### config.mk
export PLATFORM = sky130hd
export DESIGN_NAME = strt_chk_vote
export DESIGN_NICKNAME = d
export VERILOG_FILES = /design/src/rtl/strt_chk_vote.sv
export SDC_FILE = /design/constraint.sdc
export NUM_CORES = 1
export LEC_CHECK = 0
export CAP_MARGIN = 30
export CORE_MARGIN = 5
export CORE_UTILIZATION = 58
export DETAILED_ROUTE_END_ITERATION = 6
export GPL_TIMING_DRIVEN = 0
export PLACE_DENSITY = 0.83
export SYNTH_ARGS = -nofsm -noshare
export SYNTH_HDL_FRONTEND = slang
export SYNTH_SLANG_ARGS = --single-unit
### constraint.sdc
create_clock -name CLK -period 4.9 [get_ports CLK]
set_input_delay 0.49 -clock CLK [delete_from_list [all_inputs] [get_ports CLK]]
set_output_delay 0.49 -clock CLK [all_outputs]
set_load 0.01 [all_outputs]
### src/rtl/strt_chk_vote.sv
// strt_chk_vote: start-bit validator for the UART RX path.
// Synchronises RX_IN, detects a falling edge, counts one oversampled bit
// period and takes a VOTE_N-sample majority around the bit centre.
// Ports:
//   CLK, RST       clock, asynchronous active-high reset
//   RX_IN          raw serial line (idle 1)
//   Prescale       oversampling ratio, captured on the falling-edge cycle
//   strt_chk_en    arms the checker
//   glitch_clr     synchronous clear of glitch_cnt
//   busy           high while counting or deciding
//   sampled_bit    last majority result, held between decisions
//   strt_valid     one-cycle pulse: start bit confirmed
//   strt_glitch    one-cycle pulse: start bit rejected
//   glitch_cnt     saturating count of rejected starts
module strt_chk_vote #(
  parameter int unsigned PRESCALE_W = 6,
  parameter int unsigned VOTE_N     = 3,
  parameter int unsigned GCNT_W     = 8
) (
  input  logic                  CLK,
  input  logic                  RST,
  input  logic                  RX_IN,
  input  logic [PRESCALE_W-1:0] Prescale,
  input  logic                  strt_chk_en,
  input  logic                  glitch_clr,
  output logic                  busy,
  output logic                  sampled_bit,
  output logic                  strt_valid,
  output logic                  strt_glitch,
  output logic [GCNT_W-1:0]     glitch_cnt
);

  typedef enum logic [1:0] {IDLE, ARMED, COUNT, DECIDE} state_t;

  localparam int unsigned           HALF  = (VOTE_N - 1) / 2;
  localparam logic [PRESCALE_W-1:0] P_MIN = PRESCALE_W'(8);

  state_t                  state_q, state_d;
  logic                    rx_m_q, rx_m_d;
  logic                    rx_s_q, rx_s_d;
  logic                    rx_prev_q, rx_prev_d;
  logic [PRESCALE_W-1:0]   edge_cnt_q, edge_cnt_d;
  logic [PRESCALE_W-1:0]   p_lat_q, p_lat_d;
  logic [VOTE_N-1:0]       samp_q, samp_d;
  logic                    busy_q, busy_d;
  logic                    sampled_bit_q, sampled_bit_d;
  logic                    strt_valid_q, strt_valid_d;
  logic                    strt_glitch_q, strt_glitch_d;
  logic [GCNT_W-1:0]       glitch_cnt_q, glitch_cnt_d;

  logic                    fe;
  logic [PRESCALE_W-1:0]   p_even;
  logic [PRESCALE_W-1:0]   p_cap;
  logic [PRESCALE_W-1:0]   lo_idx;
  logic [3:0]              ones;
  logic                    maj;
  logic                    last_cnt;

  always_comb begin
    fe       = rx_prev_q & ~rx_s_q;
    p_even   = {Prescale[PRESCALE_W-1:1], 1'b0};
    p_cap    = (p_even < P_MIN) ? P_MIN : p_even;
    lo_idx   = (p_lat_q >> 1) - PRESCALE_W'(HALF);
    last_cnt = (edge_cnt_q == (p_lat_q - PRESCALE_W'(1)));
    ones     = '0;
    for (int unsigned i = 0; i < VOTE_N; i++) begin
      ones = ones + 4'(samp_q[i]);
    end
    maj = (ones > 4'(VOTE_N / 2));
  end

  always_comb begin
    rx_m_d        = RX_IN;
    rx_s_d        = rx_m_q;
    rx_prev_d     = rx_s_q;
    state_d       = state_q;
    edge_cnt_d    = edge_cnt_q;
    p_lat_d       = p_lat_q;
    samp_d        = samp_q;
    sampled_bit_d = sampled_bit_q;
    strt_valid_d  = 1'b0;
    strt_glitch_d = 1'b0;
    glitch_cnt_d  = glitch_cnt_q;

    unique case (state_q)
      IDLE: begin
        if (strt_chk_en && rx_s_q) state_d = ARMED;
      end
      ARMED: begin
        if (!strt_chk_en) begin
          state_d = IDLE;
        end else if (fe) begin
          state_d    = COUNT;
          edge_cnt_d = '0;
          p_lat_d    = p_cap;
        end
      end
      COUNT: begin
        if (!strt_chk_en) begin
          state_d = IDLE;
        end else begin
          edge_cnt_d = edge_cnt_q + PRESCALE_W'(1);
          for (int unsigned i = 0; i < VOTE_N; i++) begin
            if (edge_cnt_q == lo_idx + PRESCALE_W'(i)) samp_d[i] = rx_s_q;
          end
          // All samples lie strictly before the last count cycle, so the
          // vote is settled here and the pulse can be registered to land
          // exactly on the DECIDE cycle.
          if (last_cnt) begin
            state_d       = DECIDE;
            strt_valid_d  = ~maj;
            strt_glitch_d = maj;
          end
        end
      end
      DECIDE: begin
        sampled_bit_d = strt_glitch_q;
        if (strt_glitch_q) begin
          if (glitch_cnt_q != '1) glitch_cnt_d = glitch_cnt_q + GCNT_W'(1);
          state_d = strt_chk_en ? ARMED : IDLE;
        end else begin
          state_d = IDLE;
        end
      end
      default: state_d = IDLE;
    endcase

    if (glitch_clr) glitch_cnt_d = '0;
    busy_d = (state_d == COUNT) || (state_d == DECIDE);
  end

  always_ff @(posedge CLK or posedge RST) begin
    if (RST) begin
      rx_m_q        <= 1'b1;
      rx_s_q        <= 1'b1;
      rx_prev_q     <= 1'b1;
      state_q       <= IDLE;
      edge_cnt_q    <= '0;
      p_lat_q       <= P_MIN;
      samp_q        <= '1;
      busy_q        <= 1'b0;
      sampled_bit_q <= 1'b1;
      strt_valid_q  <= 1'b0;
      strt_glitch_q <= 1'b0;
      glitch_cnt_q  <= '0;
    end else begin
      rx_m_q        <= rx_m_d;
      rx_s_q        <= rx_s_d;
      rx_prev_q     <= rx_prev_d;
      state_q       <= state_d;
      edge_cnt_q    <= edge_cnt_d;
      p_lat_q       <= p_lat_d;
      samp_q        <= samp_d;
      busy_q        <= busy_d;
      sampled_bit_q <= sampled_bit_d;
      strt_valid_q  <= strt_valid_d;
      strt_glitch_q <= strt_glitch_d;
      glitch_cnt_q  <= glitch_cnt_d;
    end
  end

  assign busy        = busy_q;
  assign sampled_bit = sampled_bit_q;
  assign strt_valid  = strt_valid_q;
  assign strt_glitch = strt_glitch_q;
  assign glitch_cnt  = glitch_cnt_q;

endmodule

==> impl_metrics.csv, run 1 <==
group,metric,value,unit
floorplanning,die_x,66.4,um
clock_tree,cts_root_buf,"clkbuf_4",
sta,fmax,0.367,GHz
global_routing,grt_overflow,0,
power_and_ir_drop,p_leak,0.948,nW
place,globalplace.congestion,0.925,
hold_path,min_path_cells,0,
clock_tree,cts_tree,"done",
global_routing,grt_pass1_vias,1474,
place,dpl.hpwl,2950,um
synthesis,netlist_area,1840,um^2
synthesis,ys.flop_type,"dfrtp_1",
finish,finish.utilization,71.6,%
worst_setup_path,rrSetupSlack,2.18,ns
worst_setup_path,critPathArrivalTime,2.99,ns
finish,drive_gt1_share,14.4,%
worst_setup_path,r2r-start,"p_lat_q[1]",
clock_tree,cts-buffers-inserted,5,
synthesis,synth_edf_count,0,
worst_setup_path,reg2reg_depth,9,
floorplanning,fp.dieH,66.4,um
floorplanning,core_region_area,3050,um^2
floorplanning,dieArea,4400,um^2
power_and_ir_drop,irDropWorstVdd,0.223,mV
synthesis,synth_cell_types,43,
detailed_routing,viasPerCell,5.53,
detailed_routing,route.detailed.drc,0,
detailed_routing,drt_iter0_drc,60,
global_routing,grt_pass1_wl,6520,um
place,dpl-instance-area,2120,um^2
clock_tree,cts_setup_buffers,0,
sta,relSlewSlack,60.3,%
synthesis,postSynthAreaPerCell,9.90,um^2
flow_run,cap_violations,0,
worst_setup_path,startpoint,"p_lat_q[1]",
clock_tree,cts_htree_levels,2,
floorplanning,ioPinCount,23,
sta,setup_viol,0,
clock_tree,clkTransAtPathRegs,0.10,ns
power_and_ir_drop,power_density,356,nW/um^2
global_routing,track_usage,20.0,%
finish,fin_nets,231,
global_routing,grt_max_degree,23,
synthesis,netlist_instances,186,
sta,tightest_slew,0.592,ns
detailed_routing,drtPass1Iterations,4,
worst_setup_path,cp-endpoint,"samp_q[1]",
detailed_routing,wl,3800,um
worst_setup_path,reg2reg_to,"samp_q[1]",
sta,hold_violations,0,
synthesis,synth_seq_cells,30,
detailed_routing,drtAntennaViolNets,0,
finish,final_area,2180,um^2
worst_setup_path,critPathKind,"flop to flop",
synthesis,ys_async_sr_fraction,100,%
sta,slew_violations,0,
clock_tree,clock-sinks,30,
place,dp_worst_setup_slack,2.21,ns
sta,period_minus_slack,2.72,ns
finish,area_growth,18.6,%
finish,fillers,236,
detailed_routing,wl_per_cell,14.7,um
sta,timing.final.ws_setup,2.18,ns
worst_setup_path,start_kind,"flop",
worst_setup_path,critPathCaptureType,"flop",
global_routing,antenna_found_initial,0,
place,portBuffers,20,
power_and_ir_drop,total_power,0.000778,W
synthesis,yosys_warnings,0,
finish,antennaDiodeCount,0,
sta,tns,0,ns
clock_tree,insertion_delay,0.34,ns
detailed_routing,vias,1433,
synthesis,syn-num-nets,203,
worst_setup_path,critPathMaxFanout,10,
hold_path,hold_class,"flop to flop",
sta,finalCritPeriodShare,55.6,%
sta,rsz0062_at_grt,"false",
sta,skew,0.0112,ns
worst_setup_path,required,5.17,ns
outcome,status,"complete, no violations",
floorplanning,start_util,60.3,%
clock_tree,cts_resized,0,
clock_tree,ctsHoldBuffers,0,
clock_tree,cts_buffer_depth,2,
floorplanning,row_count,20,
synthesis,yosysSeqAreaShare,41.3,%
==> routing by layer <==
layer / GRT usage (%) / vias to the layer above / routed length [um]
li1: - / 689 / -
met1: 21.2 / 702 / 1550
met2: 35.9 / 31 / 2020
met3: 5.78 / 11 / 135
met4: 9.64 / 0 / 95
met5: 0 / - / 0
==> layout by cell type, fill, tap and decap left out, drive strengths merged <==
cell type,Yosys,routed
a2111oi,1,1
a21boi,1,1
a21o,1,1
a21oi,7,7
a31oi,1,1
and2,2,2
and2b,1,1
and3,5,5
buf,4,5
clkbuf,3,10
clkdlybuf4s50,0,20
clkinv,0,1
dfrtp,22,22
dfstp,8,8
ha,6,6
inv,6,6
mux2,3,3
mux2i,1,1
nand2,21,21
nand2b,1,1
nand3,4,4
nand3b,1,1
nand4,7,7
nor2,16,16
nor2b,3,3
nor3,7,7
nor3b,3,3
nor4b,1,1
o21a,1,1
o21ai,8,8
o311ai,2,2
o31ai,1,1
o32ai,1,1
or3,3,3
xnor2,14,14
xor2,20,20
==> synthesized netlist by cell type (2+ instances only) <==
library cell  number  area, um^2
nor3_1             6        30.0
clkbuf_1           2        7.51
nor2_1            16        60.1
xnor2_1           12         105
ha_1               6        75.1
and2_1             2        12.5
mux2_2             2        22.5
nor3b_1            2        15.0
o311ai_0           2        17.5
nand4_1            7        43.8
or3_1              2        12.5
dfrtp_1           22         551
and3_1             4        25.0
nand3_1            4        20.0
a21oi_1            7        35.0
nor2b_1            3        18.8
nand2_1           21        78.8
o21ai_0            8        40.0
xnor2_2            2        32.5
inv_1              6        22.5
dfstp_2            8         210
xor2_1            19         166
buf_6              3        33.8
==> final cells by class <==
cell class	instances	area, um^2	share of cell area, %
Timing Repair Buffer	21	228	10.4
Multi-Input combinational cell	143	1000	45.8
Buffer	7	58.8	2.69
Clock buffer	7	55.1	2.52
Sequential cell	30	761	34.8
Inverter	6	22.5	1.03
Tap cell	44	55.1	2.52
Clock inverter	1	5.00	0.229
==> metrics by stage <==
| step | hold slack (ns) | cells |
|---|---|---|
| final | 0.365 | 259 |
| after global routing | 0.372 | 259 |
| after CTS | 0.365 | 259 |
| after detailed placement | 0.352 | 251 |
| after global placement | 0.349 | 250 |
| after floorplan | 0.345 | 186 |
==> cell families (layout without fill, tap and decap cells) <==
| group | count (synthesis) | after routing | synth area share (%) |
|---|---|---|---|
| adders and majority gates | 6 | 6 | 4.08 |
| muxes | 4 | 4 | 2.38 |
| DFF | 30 | 30 | 41.3 |
| AOI/OAI and AO/OA | 24 | 24 | 8.02 |
| buffers and inverters | 13 | 42 | 4.42 |
| and+or+nand+nor | 75 | 75 | 21.8 |
| xor gates and xnor gates | 34 | 34 | 18.0 |
==> registers in the layout, indices dropped and copies added, names as in the netlist <==
name and count:
strt_valid 1, edge_cnt_q 6, glitch_cnt 8, strt_glitch 1
rx_m_q 1, samp_q 3, rx_prev_q 1, sampled_bit 1
rx_prev_d 1, p_lat_q 5, state_q 2
==> critical path, cell delays in order (launching register included) <==
cell	delay, ns
dfrtp_1	0.38
clkbuf_8	0.17
inv_1	0.14
ha_1	0.25
xor2_1	0.31
ha_1	0.33
o21ai_0	0.13
a2111oi_1	0.44
nand4_1	0.17
mux2_1	0.34
==> worst min path at each step <==
stage	from	end	slack, ns
floorplan	rx_m_q	rx_prev_d	0.35
global placement	rx_m_q	rx_prev_d	0.35
detailed placement	rx_m_q	rx_prev_d	0.35
CTS	rx_m_q	rx_prev_d	0.36
global route	rx_m_q	rx_prev_d	0.37
finish	rx_m_q	rx_prev_d	0.37
==> power breakdown <==
group	leakage [nW]	switching [W]	total, W	internal (W)
clock network	0.0353	0.0000843	0.000154	0.0000694
logic	0.532	0.000171	0.000319	0.000148
registers	0.381	0.0000300	0.000305	0.000275
total	0.948	0.000285	0.000778	0.000493
(Power assumes the default switching activity.)
==> run 2: changes to the inputs <==
--- a/config.mk
+++ b/config.mk
@@ -7,10 +7,10 @@
 export LEC_CHECK = 0
 export CAP_MARGIN = 30
 export CORE_MARGIN = 5
-export CORE_UTILIZATION = 58
+export CORE_UTILIZATION = 55
 export DETAILED_ROUTE_END_ITERATION = 6
 export GPL_TIMING_DRIVEN = 0
-export PLACE_DENSITY = 0.83
+export PLACE_DENSITY = 0.79
 export SYNTH_ARGS = -nofsm -noshare
 export SYNTH_HDL_FRONTEND = slang
 export SYNTH_SLANG_ARGS = --single-unit
==> constraint.sdc (replaced) <==
create_clock -name CLK -period 2.8 [get_ports CLK]
set_input_delay 0.28 -clock CLK [delete_from_list [all_inputs] [get_ports CLK]]
set_output_delay 0.28 -clock CLK [all_outputs]
set_load 0.01 [all_outputs]
==> impl_metrics.csv, run 2 (synthesis gave the netlist of run 1 again) <==
group,metric,value,unit
sta,timing.final.ws_setup,0.209,ns
detailed_routing,wl_met2,2030,um
clock_tree,cts_buffer_depth,2,
finish,drive_gt1_share,15.8,%
clock_tree,insertion_delay,0.33,ns
worst_setup_path,reg2reg_to,"samp_q[1]",
detailed_routing,wl_per_cell,14.7,um
detailed_routing,wl_met1,1580,um
worst_setup_path,critPathArrivalTime,2.85,ns
sta,finalCritPeriodShare,92.5,%
floorplanning,start_util,56.1,%
sta,setup_viol,0,
clock_tree,cts_root_buf,"clkbuf_4",
finish,largest_register_ff_count,8,
floorplanning,core_region_area,3280,um^2
worst_setup_path,critPathCaptureType,"flop",
global_routing,grt_pass1_vias,1485,
power_and_ir_drop,power_density,648,nW/um^2
global_routing,grt_pass1_wl,6710,um
sta,holdWs,0.187,ns
floorplanning,fp.dieH,67.9,um
detailed_routing,vias,1414,
hold_path,hold_class,"input port to asynchronous set/reset pin",
worst_setup_path,critPathKind,"flop to flop",
worst_setup_path,critPathMaxFanout,10,
finish,area_growth,20.2,%
detailed_routing,route.detailed.drc,0,
floorplanning,ioPinCount,23,
global_routing,grt_max_degree,26,
detailed_routing,drtAntennaViolNets,0,
finish,antennaDiodeCount,0,
clock_tree,cts_setup_buffers,0,
worst_setup_path,rrSetupSlack,0.21,ns
sta,slew_violations,0,
place,globalplace.congestion,0.911,
global_routing,grt_overflow,0,
floorplanning,row_count,21,
worst_setup_path,r2r-start,"p_lat_q[1]",
worst_setup_path,required,3.06,ns
global_routing,track_usage,19.7,%
detailed_routing,met3_length,116,um
sta,relSlewSlack,59.3,%
place,portBuffers,20,
floorplanning,dieArea,4610,um^2
finish,finish.utilization,67.4,%
finish,layout_common_cells,"dfrtp_1, nand2_1, clkdlybuf4s50_1",
detailed_routing,drtPass1Iterations,4,
sta,tns,0,ns
flow_run,cap_violations,0,
detailed_routing,highest_layer,"met4",
clock_tree,cts_htree_levels,2,
worst_setup_path,start_kind,"flop",
sta,fmax,0.386,GHz
global_routing,antenna_found_initial,0,
finish,fin_nets,231,
place,dp_worst_setup_slack,0.123,ns
place,dpl.hpwl,2950,um
sta,hold_violations,0,
power_and_ir_drop,irDropWorstVdd,0.470,mV
clock_tree,cts_tree,"done",
floorplanning,die_x,67.9,um
clock_tree,clock-sinks,30,
sta,skew,0.00345,ns
clock_tree,clkTransAtPathRegs,0.09,ns
detailed_routing,drt_iter0_drc,64,
outcome,status,"complete, no violations",
worst_setup_path,reg2reg_depth,9,
clock_tree,cts-buffers-inserted,5,
detailed_routing,viasPerCell,5.42,
power_and_ir_drop,p_leak,0.957,nW
sta,tightest_slew,0.608,ns
detailed_routing,wl,3840,um
finish,final_common_cell,"dfrtp_1",
finish,fillers,263,
sta,period_minus_slack,2.59,ns
[run 2: cell types whose count changed in the layout (fill, tap and decap cells not counted), sizes merged]
cell / before / now
clkinv: 1 / 2
clkbuf: 10 / 8
bufinv: 0 / 1
[run 2: area by class of cell]
cell class                 instances  area (um^2)  area share (%)
multi-input combinational        143         1010            45.6
timing repair buffer              21          228            10.3
clock buffer                       5         37.5            1.69
inverter                           6         22.5            1.02
buffer                             7         58.8            2.66
sequential                        30          761            34.4
clock inverter                     3         40.0            1.81
tap                               46         57.6            2.60
[run 2: per-stage QoR]
| stage | cell area [um^2] | power [W] | std cells |
|---|---|---|---|
| final | 2210 | 0.00144 | 261 |
| after global routing | 2210 | 0.00153 | 261 |
| after CTS | 2200 | 0.00143 | 261 |
| after detailed placement | 2130 | 0.00109 | 253 |
| after global placement | 2100 | 0.00106 | 252 |
| after floorplan | 1840 | 0.000978 | 186 |
[run 2: worst max-delay path by stage]
stage / start / end
after CTS: p_lat_q[1] / samp_q[1]
final: p_lat_q[1] / samp_q[1]
after detailed placement: p_lat_q[1] / samp_q[1]
after global placement: p_lat_q[1] / samp_q[1]
after floorplan: p_lat_q[1] / samp_q[1]
after global routing: p_lat_q[1] / samp_q[1]
[run 2: worst max-delay path, cell delays in order, from the launching register on]
cell and delay [ns]:
dfrtp_1 0.38, clkbuf_8 0.16, inv_1 0.14, ha_1 0.27, xor2_2 0.28, ha_2 0.30, o21ai_0 0.10, a2111oi_1 0.38
nand4_1 0.17, mux2_1 0.34
[run 2: repair_timing]
item                                    4_1_cts  5_1_grt
hold buffers                                  0        0
endpoints found under the setup margin        0        1
gates resized for setup                       0        2
[run 2: layer usage]
metal / vias to the layer above / track usage, %
li1: 692 / -
met1: 679 / 22.1
met2: 31 / 35.1
met3: 12 / 4.60
met4: 0 / 9.43
met5: - / 0
[run 2: where the power goes]
part / total (W) / switching [W] / leakage (nW) / internal [W]
registers: 0.000532 / 0.0000501 / 0.381 / 0.000482
logic: 0.000567 / 0.000302 / 0.531 / 0.000266
clock network: 0.000336 / 0.000151 / 0.0450 / 0.000185
total: 0.00144 / 0.000503 / 0.957 / 0.000932
==> run 3: changes to the inputs <==
--- a/config.mk
+++ b/config.mk
@@ -5,6 +5,7 @@
 export SDC_FILE = /design/constraint.sdc
 export NUM_CORES = 1
 export LEC_CHECK = 0
+export ABC_CLOCK_PERIOD_IN_PS = 2800
 export CAP_MARGIN = 30
 export CORE_MARGIN = 5
 export CORE_UTILIZATION = 55
==> results of run 3 <==
The final DEF is identical to that of run 2; final timing and power are the same.
==> patch, RTL diff (settings of run 1) <==
Put one more register stage on the output `sampled_bit`, with the module's reset. The value now appears one clock later. The other outputs are not delayed to match.
--- a/src/rtl/strt_chk_vote.sv
+++ b/src/rtl/strt_chk_vote.sv
@@ -160,7 +160,13 @@
   end
 
   assign busy        = busy_q;
-  assign sampled_bit = sampled_bit_q;
+  always_ff @(posedge CLK or posedge RST) begin
+    if (RST) begin
+      sampled_bit <= '0;
+    end else begin
+      sampled_bit <= sampled_bit_q;
+    end
+  end
   assign strt_valid  = strt_valid_q;
   assign strt_glitch = strt_glitch_q;
   assign glitch_cnt  = glitch_cnt_q;
Formal check against the unedited RTL: not equivalent (a bounded check fails within 4 cycles, from zero or initial values and one cycle with RST high).
==> patch against run 1 <==
Combinational power barely moved; largest cell class unchanged; clock power grew 38%; design area increased by 2.3%; critical path type unchanged; count of clock-buffer cells in the layout is 1 lower; synthesized area up 1.4%; setup slack got worse by 0.013 ns; total power rose by 8.7%; sequential cell count increased by 1; wire length up 4.0%; sequential share of layout area rose by 0.32 points.
==> patch: results (changes against run 1) <==
metric,value,unit,change
share of layout cells above drive strength 1,0.148,,+0.00396
WL per Instance,15.2,um,+3.6%
ranking of synthesized cells by area,"dfrtp_1 31%, dfstp_2 11%, xor2_1 8.9%, xnor2_1 5.6%, nand2_1 4.2%",,
"Reg clk slew, reported paths",0.10,ns,about the same
"top cells by count, synth","23 x dfrtp_1, 21 x nand2_1, 19 x xor2_1",,
first-pass GRT wire length,6.89,mm,+5.6%
FMAX,0.365,GHz,-0.48%
Slew headroom,0.604,,+0.000963
fillers,212,,-10%
Flop+latch power,314,uW,+3%
worst hold path class,reg2reg,,
DP HPWL,2.98,mm,+0.97%
Clock Skew,0.0113,ns,+0.000113 ns
met2 wire length,2.09,mm,+3.2%
nets@finish,232,,+0.43%
number of global-route vias before repair,1569,,+6.4%
Slowest cell on crit path,dfrtp_1,,
placed insts,252,,+0.40%
LEAKAGE,0.000975,uW,+2.8%
sequential share of the synthesized area,0.421,,+0.00787
H-tree depth,2,,unchanged
Logic pwr share,0.379,,-0.031
"Clk Latency, worst-skew pair",0.35,ns,
routability congestion estimate,0.908,,-1.8%
Synth Net Count,204,,+0.49%
CP arrival,3.02,ns,+0.03 ns
filler-free cell count of the finished design,260,,+0.39%
Max VDD drop,271,uV,+22%
largest net degree at the start of global routing,21,,-8.7%
DR vias/cell,5.55,,+0.24%
R2R Path End,samp_q[1],,
Post-CTS Repair Setup Buffers,0,,unchanged
CTS root buf,clkbuf_4,,
total global-route track usage,0.208,,+0.00723
status,completed,,
post-place setup slack,2.13,ns,-0.0724 ns
Mean Syn Cell Area,9.98,um2,+0.82%
wire length on met3,165,um,+22%
switching portion of total power,0.346,,-0.0200
Initial DRC Count,83,,+38%
max incr delay on CP,0.39,ns,-0.05 ns
Metal-1 WL,1.58,mm,+2.2%
## patch: cell count changes after synthesis
cell	before	now
dfrtp_1	22	23
## patch: through the flow
| stage | util | hold WS, ns | cell area, um2 | total power, uW |
|---|---|---|---|---|
| 6_report | 0.726 | 0.361 | 2240 | 846 |
| 5_1_grt | 0.726 | 0.375 | 2240 | 896 |
| 4_1_cts | 0.726 | 0.364 | 2240 | 851 |
| 3_5_place_dp | 0.698 | 0.350 | 2150 | 639 |
| 3_3_place_gp | 0.689 | 0.347 | 2120 | 612 |
| 2_1_floorplan | - | 0.345 | 1870 | 567 |
## patch: cell families (layout without fill, tap and decap cells)
group           count (synthesis)  count (layout)  share of synthesized area
simple gates                   75              75                      0.215
xor+xnor                       34              34                      0.178
flops                          31              31                      0.421
compound gates                 24              24                     0.0791
buf+inv                        13              42                     0.0436
fa+ha+maj                       6               6                     0.0402
mux                             4               4                     0.0235
## patch: worst max-delay path by stage
stage | slack [ns] | from | endpoint | depth (start not counted)
4_1_cts | 2.10 | p_lat_q[1] | samp_q[1] | 9
6_report | 2.16 | p_lat_q[1] | samp_q[1] | 9
5_1_grt | 1.95 | p_lat_q[1] | samp_q[1] | 9
2_1_floorplan | 2.55 | p_lat_q[1] | samp_q[1] | 9
3_3_place_gp | 2.26 | p_lat_q[1] | samp_q[1] | 9
3_5_place_dp | 2.13 | p_lat_q[1] | samp_q[1] | 9
## patch: cell type report
class	count	share of cell area
Buffer	7	0.0263
Clock buffer	6	0.0229
Clock inverter	2	0.0157
Inverter	6	0.0101
Multi-Input combinational cell	143	0.447
Tap cell	44	0.0246
Sequential cell	31	0.351
Timing Repair Buffer	21	0.102
## patch: metal layers
layer	GRT usage	vias up
met5	0	-
met4	0.109	0
met3	0.0540	13
met2	0.368	42
met1	0.224	690
li1	-	697
